[src/rtl/stage_3_ex_pkg.sv]
// Shared definitions for the execute stage.
//   - Bus widths for the ID->EX and EX->MEM pipeline buses.
//   - Bit positions of the one-hot alu_op vector.
//   - Encoding of the data-memory request FSM.
//   - Packed views of both pipeline buses.
package stage_3_ex_pkg;

    localparam int unsigned BUS_2_3_W = 117;
    localparam int unsigned BUS_3_4_W = 71;
    localparam int unsigned ALU_OP_W  = 12;

    // One-hot alu_op bit positions
    localparam int unsigned ALU_ADD  = 0;
    localparam int unsigned ALU_SUB  = 1;
    localparam int unsigned ALU_SLT  = 2;
    localparam int unsigned ALU_SLTU = 3;
    localparam int unsigned ALU_AND  = 4;
    localparam int unsigned ALU_NOR  = 5;
    localparam int unsigned ALU_OR   = 6;
    localparam int unsigned ALU_XOR  = 7;
    localparam int unsigned ALU_SLL  = 8;
    localparam int unsigned ALU_SRL  = 9;
    localparam int unsigned ALU_SRA  = 10;
    localparam int unsigned ALU_LUI  = 11;

    // MemIssued: address accepted, instruction still waiting for MEM to take it.
    typedef enum logic [1:0] {
        MemIdle     = 2'd0,
        MemWaitAddr = 2'd1,
        MemIssued   = 2'd2
    } mem_state_e;

    typedef struct packed {
        logic                rf_we;
        logic [4:0]          dest;
        logic                res_from_mem;
        logic [31:0]         alu_src1;
        logic [31:0]         alu_src2;
        logic [ALU_OP_W-1:0] alu_op;
        logic                mem_we;
        logic                mem_en;
        logic [31:0]         pc;
    } id_ex_bus_t;

    typedef struct packed {
        logic        rf_we;
        logic [4:0]  dest;
        logic        res_from_mem;
        logic [31:0] alu_result;
        logic [31:0] pc;
    } ex_mem_bus_t;

endpackage

[src/rtl/ex_alu.sv]
// Combinational ALU for the execute stage.
//   alu_op : one-hot operation select (all-zero yields 0)
//   src1   : first operand
//   src2   : second operand; [4:0] is the shift amount for shifts
//   result : 32-bit wrap-around result, no overflow trap
module ex_alu
    import stage_3_ex_pkg::*;
(
    input  logic [ALU_OP_W-1:0] alu_op,
    input  logic [31:0]         src1,
    input  logic [31:0]         src2,
    output logic [31:0]         result
);

    logic [31:0] add_res;
    logic [31:0] sub_res;
    logic [31:0] slt_res;
    logic [31:0] sltu_res;
    logic [31:0] sll_res;
    logic [31:0] srl_res;
    logic [31:0] sra_res;

    assign add_res  = src1 + src2;
    assign sub_res  = src1 - src2;
    assign slt_res  = {31'b0, $signed(src1) < $signed(src2)};
    assign sltu_res = {31'b0, src1 < src2};
    assign sll_res  = src1 << src2[4:0];
    assign srl_res  = src1 >> src2[4:0];
    assign sra_res  = $unsigned($signed(src1) >>> src2[4:0]);

    // AND-OR mux: a zero alu_op naturally produces 0.
    assign result = ({32{alu_op[ALU_ADD]}}  & add_res)
                  | ({32{alu_op[ALU_SUB]}}  & sub_res)
                  | ({32{alu_op[ALU_SLT]}}  & slt_res)
                  | ({32{alu_op[ALU_SLTU]}} & sltu_res)
                  | ({32{alu_op[ALU_AND]}}  & (src1 & src2))
                  | ({32{alu_op[ALU_NOR]}}  & ~(src1 | src2))
                  | ({32{alu_op[ALU_OR]}}   & (src1 | src2))
                  | ({32{alu_op[ALU_XOR]}}  & (src1 ^ src2))
                  | ({32{alu_op[ALU_SLL]}}  & sll_res)
                  | ({32{alu_op[ALU_SRL]}}  & srl_res)
                  | ({32{alu_op[ALU_SRA]}}  & sra_res)
                  | ({32{alu_op[ALU_LUI]}}  & src2);

endmodule

[src/rtl/stage_3_ex.sv]
// Execute stage of the 5-stage in-order pipeline.
// Registers the ID bus and store data, computes the ALU result and issues
// data-memory requests on an SRAM-like req/addr_ok bus.
// Ports:
//   clk, reset          : clock, synchronous active-high reset
//   valid_2 / allow_3   : ID->EX handshake
//   valid_3 / allow_4   : EX->MEM handshake
//   stage_2_to_3        : {rf_we, dest, res_from_mem, src1, src2, alu_op, mem_we, mem_en, pc}
//   memory_write_data   : store data from ID
//   stage_3_to_4        : {rf_we, dest, res_from_mem, alu_result, pc}
//   rf_waddr_3_fwd      : destination register for ID hazard detection (0 if none)
//   data_sram_*         : data-memory request bus
// Optional build macro EX_DATA_FWD_EN adds rf_wdata_3_fwd / rf_fwd_ok_3 so ID can
// bypass non-load EX results instead of stalling.
module stage_3_ex
    import stage_3_ex_pkg::*;
(
    input  logic                 clk,
    input  logic                 reset,
    input  logic                 valid_2,
    output logic                 allow_3,
    output logic                 valid_3,
    input  logic                 allow_4,
    input  logic [BUS_2_3_W-1:0] stage_2_to_3,
    input  logic [31:0]          memory_write_data,
    output logic [BUS_3_4_W-1:0] stage_3_to_4,
    output logic [4:0]           rf_waddr_3_fwd,
`ifdef EX_DATA_FWD_EN
    output logic [31:0]          rf_wdata_3_fwd,
    output logic                 rf_fwd_ok_3,
`endif
    output logic                 data_sram_req,
    output logic                 data_sram_wr,
    output logic [3:0]           data_sram_wstrb,
    output logic [31:0]          data_sram_addr,
    output logic [31:0]          data_sram_wdata,
    input  logic                 data_sram_addr_ok
);

    id_ex_bus_t  bus_in;
    id_ex_bus_t  bus_q;
    logic [31:0] wdata_q;
    logic        valid_q;
    mem_state_e  state_q;
    mem_state_e  state_d;
    logic        readygo_3;
    logic [31:0] alu_result;
    ex_mem_bus_t out_bus;

    assign bus_in = id_ex_bus_t'(stage_2_to_3);

    ex_alu u_alu (
        .alu_op (bus_q.alu_op),
        .src1   (bus_q.alu_src1),
        .src2   (bus_q.alu_src2),
        .result (alu_result)
    );

    // A memory op may leave once its address has been accepted, either
    // earlier (MemIssued) or in this very cycle.
    assign readygo_3 = ~bus_q.mem_en
                     | (state_q == MemIssued)
                     | ((state_q == MemWaitAddr) & data_sram_addr_ok);
    assign allow_3   = ~valid_q | (readygo_3 & allow_4);

    always_comb begin
        state_d = state_q;
        if (allow_3) begin
            // The outgoing instruction is done; state follows the new capture.
            state_d = (valid_2 & bus_in.mem_en) ? MemWaitAddr : MemIdle;
        end else if ((state_q == MemWaitAddr) & data_sram_addr_ok) begin
            // Address accepted but MEM is full: remember it to block a re-issue.
            state_d = MemIssued;
        end
    end

    always_ff @(posedge clk) begin
        if (reset) begin
            valid_q <= 1'b0;
            state_q <= MemIdle;
            bus_q   <= '0;
            wdata_q <= '0;
        end else begin
            state_q <= state_d;
            if (allow_3) begin
                valid_q <= valid_2;
                if (valid_2) begin
                    bus_q   <= bus_in;
                    wdata_q <= memory_write_data;
                end
            end
        end
    end

    always_comb begin
        out_bus = '0;
        if (valid_q) begin
            out_bus.rf_we        = bus_q.rf_we;
            out_bus.dest         = bus_q.dest;
            out_bus.res_from_mem = bus_q.res_from_mem;
            out_bus.alu_result   = alu_result;
            out_bus.pc           = bus_q.pc;
        end
    end

    assign valid_3        = valid_q;
    assign stage_3_to_4   = out_bus;
    assign rf_waddr_3_fwd = (valid_q & bus_q.rf_we) ? bus_q.dest : 5'd0;

`ifdef EX_DATA_FWD_EN
    assign rf_wdata_3_fwd = valid_q ? alu_result : 32'd0;
    assign rf_fwd_ok_3    = valid_q & bus_q.rf_we & ~bus_q.res_from_mem;
`endif

    assign data_sram_req   = valid_q & bus_q.mem_en & (state_q == MemWaitAddr);
    assign data_sram_wr    = valid_q & bus_q.mem_we;
    assign data_sram_wstrb = (valid_q & bus_q.mem_we) ? 4'hF : 4'h0;
    assign data_sram_addr  = valid_q ? alu_result : 32'd0;
    assign data_sram_wdata = valid_q ? wdata_q : 32'd0;

endmodule

[config.mk]
export PLATFORM = sky130hd
export DESIGN_NAME = stage_3_ex
export DESIGN_NICKNAME = d
export VERILOG_FILES = /design/src/rtl/stage_3_ex_pkg.sv /design/src/rtl/ex_alu.sv /design/src/rtl/stage_3_ex.sv
export SDC_FILE = /design/constraint.sdc
export NUM_CORES = 1
export LEC_CHECK = 0
export ABC_AREA = 0
export CAP_MARGIN = 20
export CORE_MARGIN = 10
export CORE_UTILIZATION = 35
export CTS_BUF_LIST = sky130_fd_sc_hd__clkbuf_2
export CTS_CLUSTER_DIAMETER = 30
export DETAILED_ROUTE_END_ITERATION = 6
export SLEW_MARGIN = 20
export SYNTH_ARGS = -nofsm -noshare
export SYNTH_HDL_FRONTEND = slang
export SYNTH_SLANG_ARGS = --single-unit
export TNS_END_PERCENT = 30
[constraint.sdc]
create_clock -name clk -period 6.88 [get_ports clk]
set_clock_uncertainty 0.1 [all_clocks]
set_input_delay 1.376 -clock clk [delete_from_list [all_inputs] [get_ports clk]]
set_output_delay 1.376 -clock clk [all_outputs]
set_load 0.01 [all_outputs]
==> flow_summary.yaml, run 1 <==
floorplanning:
  ios: 302
  die_y_um: 229.4
  fp-row-count: 76
  initial_core_util_pct: 35.48
  die_x_um: 229.4
  fp.dieArea_mm2: 0.05264
  core-area_mm2: 0.04327
routing:
  vias_per_cell: 5.800
  final_antenna_net_count: 0
  drt_iter0_markers: 1856
  remaining_drc_errors: 0
  routed-via-count: 16940
  wl_mm: 71.17
  avgRoutedWirePerCell_um: 24.37
  dr.pass1.iters: 6
final_layout:
  fillers: 4531
  final_common_cell: "nand2_1"
  area_growth_pct: 23.02
  drive_above_1_share_pct: 7.973
  layout_common_cells: "nand2_1, clkdlybuf4s50_1, a21oi_1, dfxtp_1, nor2_1"
  multi_input_area_mm2: 0.01096
  regArea_mm2: 0.003064
  nets: 2573
logic_synthesis:
  syn_area_mm2: 0.01535
  async_flop_share_pct: 0
  synth.avg_cell_area_um2: 7.108
  synth_edf_count: 0
  synth_nets: 2413
  yosysTopAreaCell: "dfxtp_1"
  synthDistinctLibCells: 84
  synth_seq_cells: 152
  yosys_warnings: 0
  ys.flop_type: "dfxtp_1"
  yosysTopAreaCellShare_pct: 19.82
  ys_seq_area_share_pct: 19.82
  synth_cells: 2160
  synth_area_leaders: "dfxtp_1, nand2_1, a21oi_1"
worst_setup_path:
  path_max_fanout: 21
  worst_ep_required_time_ps: 5400
  path_class: "reg2out"
  setup.worst_path.end_class: "primary output"
  setup.worst_path.start_class: "register"
  cp.arrival_ps: 5090
power:
  peakVddDrop_mv: 0.1506
  powerDensity_mw_per_mm2: 155.1
  leakage_uw: 0.007141
cts:
  htreeDepth: 4
  clockBufferDepth: 2
  cts_tree: "done"
  worstSkewPairLatency_ps: 980
  clkTransAtPathRegs_ps: 270
  cts-root-buf: "clkbuf_2"
  cts_inserted_buffers: 17
  clock-sinks: 152
global_route:
  grt_pass1_vias: 16150
  grt_max_degree: 103
  grt_pass1_wl_mm: 104.5
  track_usage_pct: 25.82
  antenna_found_initial: 4
  overflow: 0
placed_design:
  pre_cts_ws_ps: 1031
  hpwlAfterDp_mm: 54.09
  routabilityCongestion: 1.026
  io_buffer_count: 301
sta:
  tightest_slew_ps: 1119
  fin_crit_ps: 6563
  setup_viol: 0
  fin_setup_tns_ps: 0
  fin_crit_sh_pct: 95.39
  setup_slack_ps: 317.3
  rsz0062_at_grt: "no"
  slew_viol_final: 0
  clock.fmax_mhz: 152.4
  slew_headroom_pct: 25.27
  final-hold-violation-count: 0
outcome:
  status: "finished clean"
hold_path:
  min_path_type: "reg2reg"
job:
  cap_viol_max_count: 0
## stage by stage
stage          hold slack (ps)  total power, uW  std cells  util, %  cell area [um2]
6_report                 367.4             2929       2920    43.65            18890
5_1_grt                  387.7             3092       2919    43.65            18880
4_1_cts                  370.3             2934       2917    43.50            18820
3_5_place_dp             343.1             2284       2883    42.80            18520
3_3_place_gp             336.7             2282       2883    42.80            18520
2_1_floorplan            331.7             1801       2160        -            15350
## report_power, final
part	internal, uW	switching (uW)	total [uW]
clock	218	403	622
sequential	936	60.0	996
combinational	525	786	1310
## area by class of cell
type	count	area share, %
timing repair buffer	359	18.37
clock inverter	14	1.020
sequential	152	16.22
multi-input combinational	1691	58.01
clock buffer	18	0.4770
tap	585	3.875
inverter	99	2.001
antenna	2	0.02650
## state kept, by name (all words and copies together), names as in the netlist
| name | cells |
|---|---|
| bus_q | 117 |
| wdata_q | 32 |
| state_q | 2 |
| valid_3 | 1 |
## cells by family (layout without fill, tap and decap cells)
logic type	count (synthesis)	in the layout	share of synthesized area, %
adders and majority gates	99	99	8.166
other	0	2	0
AOI/OAI and AO/OA	608	608	25.47
xor gates and xnor gates	43	43	2.453
buffers and inverters	317	490	9.112
DFF	152	152	19.82
muxes	153	153	12.44
and+or+nand+nor	788	788	22.53
## cell usage after synthesis, types with 40 or more instances
cell type / n
nand2_1: 433
a21oi_1: 281
dfxtp_1: 152
nor2_1: 133
clkbuf_1: 129
mux2i_1: 102
ha_1: 97
inv_1: 93
and2_1: 81
o21ai_0: 64
nand3_1: 41
buf_4: 40
## final timing paths
check            start            endpoint  slack (ps)  depth (start not counted)
max          bus_q[48]  data_sram_addr[29]         320                         13
min          bus_q[22]           bus_q[22]         370                          2
max reg2reg    valid_3         wdata_q[12]        3770                          6
min reg2reg  bus_q[22]           bus_q[22]         370                          2
## critical path, cell delays in order, from the launching register on
cell             delay (ps)
dfxtp_2                 390
inv_1                    40
buf_4                   290
ha_1                    390
o21ai_0                 330
o21ai_1                 190
a2111o_1                480
a21oi_1                 260
a221oi_2                 90
a221o_1                 360
nand4_1                 120
mux2_1                  350
a21oi_2                 230
clkdlybuf4s50_1         580
## routing by layer
metal / vias up / track usage, % / wire length, um
met5: - / 0 / 12
met4: 2 / 10.18 / 2778
met3: 130 / 9.988 / 7865
met2: 821 / 39.43 / 31360
met1: 8097 / 32.05 / 29150
li1: 7885 / - / -
## repair_timing
item                                    4_1_cts  5_1_grt
endpoints found under the setup margin        2       18
resized for setup                             3       14
hold buffers                                  0        0
setup buffers                                 2        1
Power figures use the tool's default switching activity.
==> inputs of run 2 (changes only) <==
CAP_MARGIN = 0   (was 20)
CORE_ASPECT_RATIO = 0.7   (was not set)
clock period = 8.45 ns   (was 6.88 ns; I/O delays follow)
==> flow_summary.yaml, run 2 (synthesis results as in run 1) <==
sta:
  rsz0062_at_grt: "no"
  fin_crit_ps: 7605
  tightest_slew_ps: 1064
  clock.fmax_mhz: 131.5
  setup_slack_ps: 845.0
  hold_slack_ps: 367.4
  slew_viol_final: 0
  final-hold-violation-count: 0
  fin_crit_sh_pct: 90.00
  fin_setup_tns_ps: 0
  slew_headroom_pct: 28.93
  setup_viol: 0
floorplanning:
  core-area_mm2: 0.04348
  initial_core_util_pct: 35.31
  ios: 302
  fp.dieArea_mm2: 0.05277
  fp-row-count: 64
  die_x_um: 270.3
  die_y_um: 195.2
final_layout:
  drive_above_1_share_pct: 6.934
  fin_area_mm2: 0.01873
  layout_common_cells: "nand2_1, clkdlybuf4s50_1, a21oi_1, dfxtp_1, nor2_1"
  regArea_mm2: 0.003057
  area_growth_pct: 22.00
  fillers: 4504
  nets: 2562
  largest_reg_flops: 117
  regMostFlops: "bus_q"
  finish.utilization_pct: 43.07
  multi_input_area_mm2: 0.01092
  top_regs: "bus_q: 117 flops, wdata_q: 32 flops, state_q: 2 flops"
  final_common_cell: "nand2_1"
power:
  leakage_uw: 0.007066
  powerDensity_mw_per_mm2: 127.4
  peakVddDrop_mv: 0.07658
  clkPwrFrac_pct: 20.1
  p_sw_share_pct: 44.99
  combPwrFrac_pct: 45.4
  seqPwrFrac_pct: 34.5
  p_switching_uw: 1074
  intPower_uw: 1313
worst_setup_path:
  path_max_fanout: 36
  max_stage_delay_ps: 710
  worst_ep_required_time_ps: 6660
  crit_chain: "inv_1 > ha_1 > a211oi_1 > o21ai_1 > a211o_1 > a21oi_1 > a211oi_1 > o2111ai_1 > nand2_1 > mux2i_1 > o41a_1 > clkdlybuf4s50_1"
  setup.worst_path.end_class: "primary output"
  cpMaxStageDelayCell: "dfxtp_4"
  path_class: "reg2out"
  path_common_cell: "a211oi_1"
  cp.arrival_ps: 5820
  setup.worst_path.start_class: "register"
cts:
  ctsResizeCount: 0
  worstSkewPairLatency_ps: 870
  clkTransAtPathRegs_ps: 310
  hold_buffers: 0
  clockBufferDepth: 2
  cts_inserted_buffers: 17
  htreeDepth: 4
  cts_tree: "done"
  cts-root-buf: "clkbuf_2"
  cts_setup_buffers: 0
  clock-sinks: 152
routing:
  vias_per_cell: 5.942
  wl_mm: 76.89
  remaining_drc_errors: 0
  drt_iter0_markers: 2366
  dr.pass1.iters: 6
  final_antenna_net_count: 0
  avgRoutedWirePerCell_um: 26.34
  routed-via-count: 17340
global_route:
  grt_pass1_vias: 16330
  overflow: 0
  antenna_found_initial: 6
  track_usage_pct: 27.73
  grt_pass1_wl_mm: 111.7
  grt_max_degree: 94
placed_design:
  io_buffer_count: 301
  hpwlAfterDp_mm: 58.85
  placedInstanceArea_mm2: 0.01846
  routabilityCongestion: 1.063
  pre_cts_ws_ps: 1944
job:
  cap_viol_max_count: 0
hold_path:
  min_path_type: "reg2reg"
outcome:
  status: "finished clean"
==> run 2: cell types whose count changed in the layout (fill, tap and decap cells not counted), sizes merged <==
cell / change
clkbuf: -1
clkinvlp: -1
clkinv: -1
buf: -11
bufinv: -2
inv: +5
diode: +1
==> run 2: area by class of cell <==
class / instances / share of cell area (%)
Antenna cell: 3 / 0.04008
Clock buffer: 17 / 0.4543
Clock inverter: 15 / 0.9687
Inverter: 99 / 1.984
Multi-Input combinational cell: 1691 / 58.31
Sequential cell: 152 / 16.32
Tap cell: 594 / 3.968
Timing Repair Buffer: 348 / 17.96
==> run 2: worst paths after layout <==
path	end	slack, ps	startpoint	cells after the start
setup / recovery	data_sram_addr[31]	840	bus_q[47]	12
hold / removal	bus_q[17]	370	bus_q[17]	2
setup reg to reg	bus_q[80]	5000	valid_3	7
hold reg to reg	bus_q[17]	370	bus_q[17]	2
==> run 2: per-stage QoR <==
stage,std cells,power (uW)
global route,2919,2506
CTS,2916,2383
global placement,2884,1881
detailed placement,2884,1883
floorplan,2160,1466
finish,2919,2387
==> run 2: critical path: cells and delay by family, from the launching register on <==
kind | cells | cell delay [ps]
compound gates | 7 | 2370
fa+ha+maj | 1 | 500
buf+inv | 2 | 1010
flops | 1 | 710
mux | 1 | 150
simple gates | 1 | 150
==> run 2: power groups by stage <==
stage                     Combinational, uW  Sequential [uW]  Clock, uW
final                                  1080              824        480
after global placement                 1050              832          0
after floorplan                         662              804          0
after detailed placement               1050              835          0
after CTS                              1050              821        507
after global routing                   1150              830        527
==> run 2: metal layers <==
metal | GRT usage, % | vias to the layer above | part of all wire [%]
li1 | - | 7865 | -
met2 | 41.13 | 869 | 42
met4 | 5.223 | 4 | 1.2
met5 | 0 | - | 0.035
met3 | 8.057 | 79 | 12
met1 | 39.19 | 8527 | 45
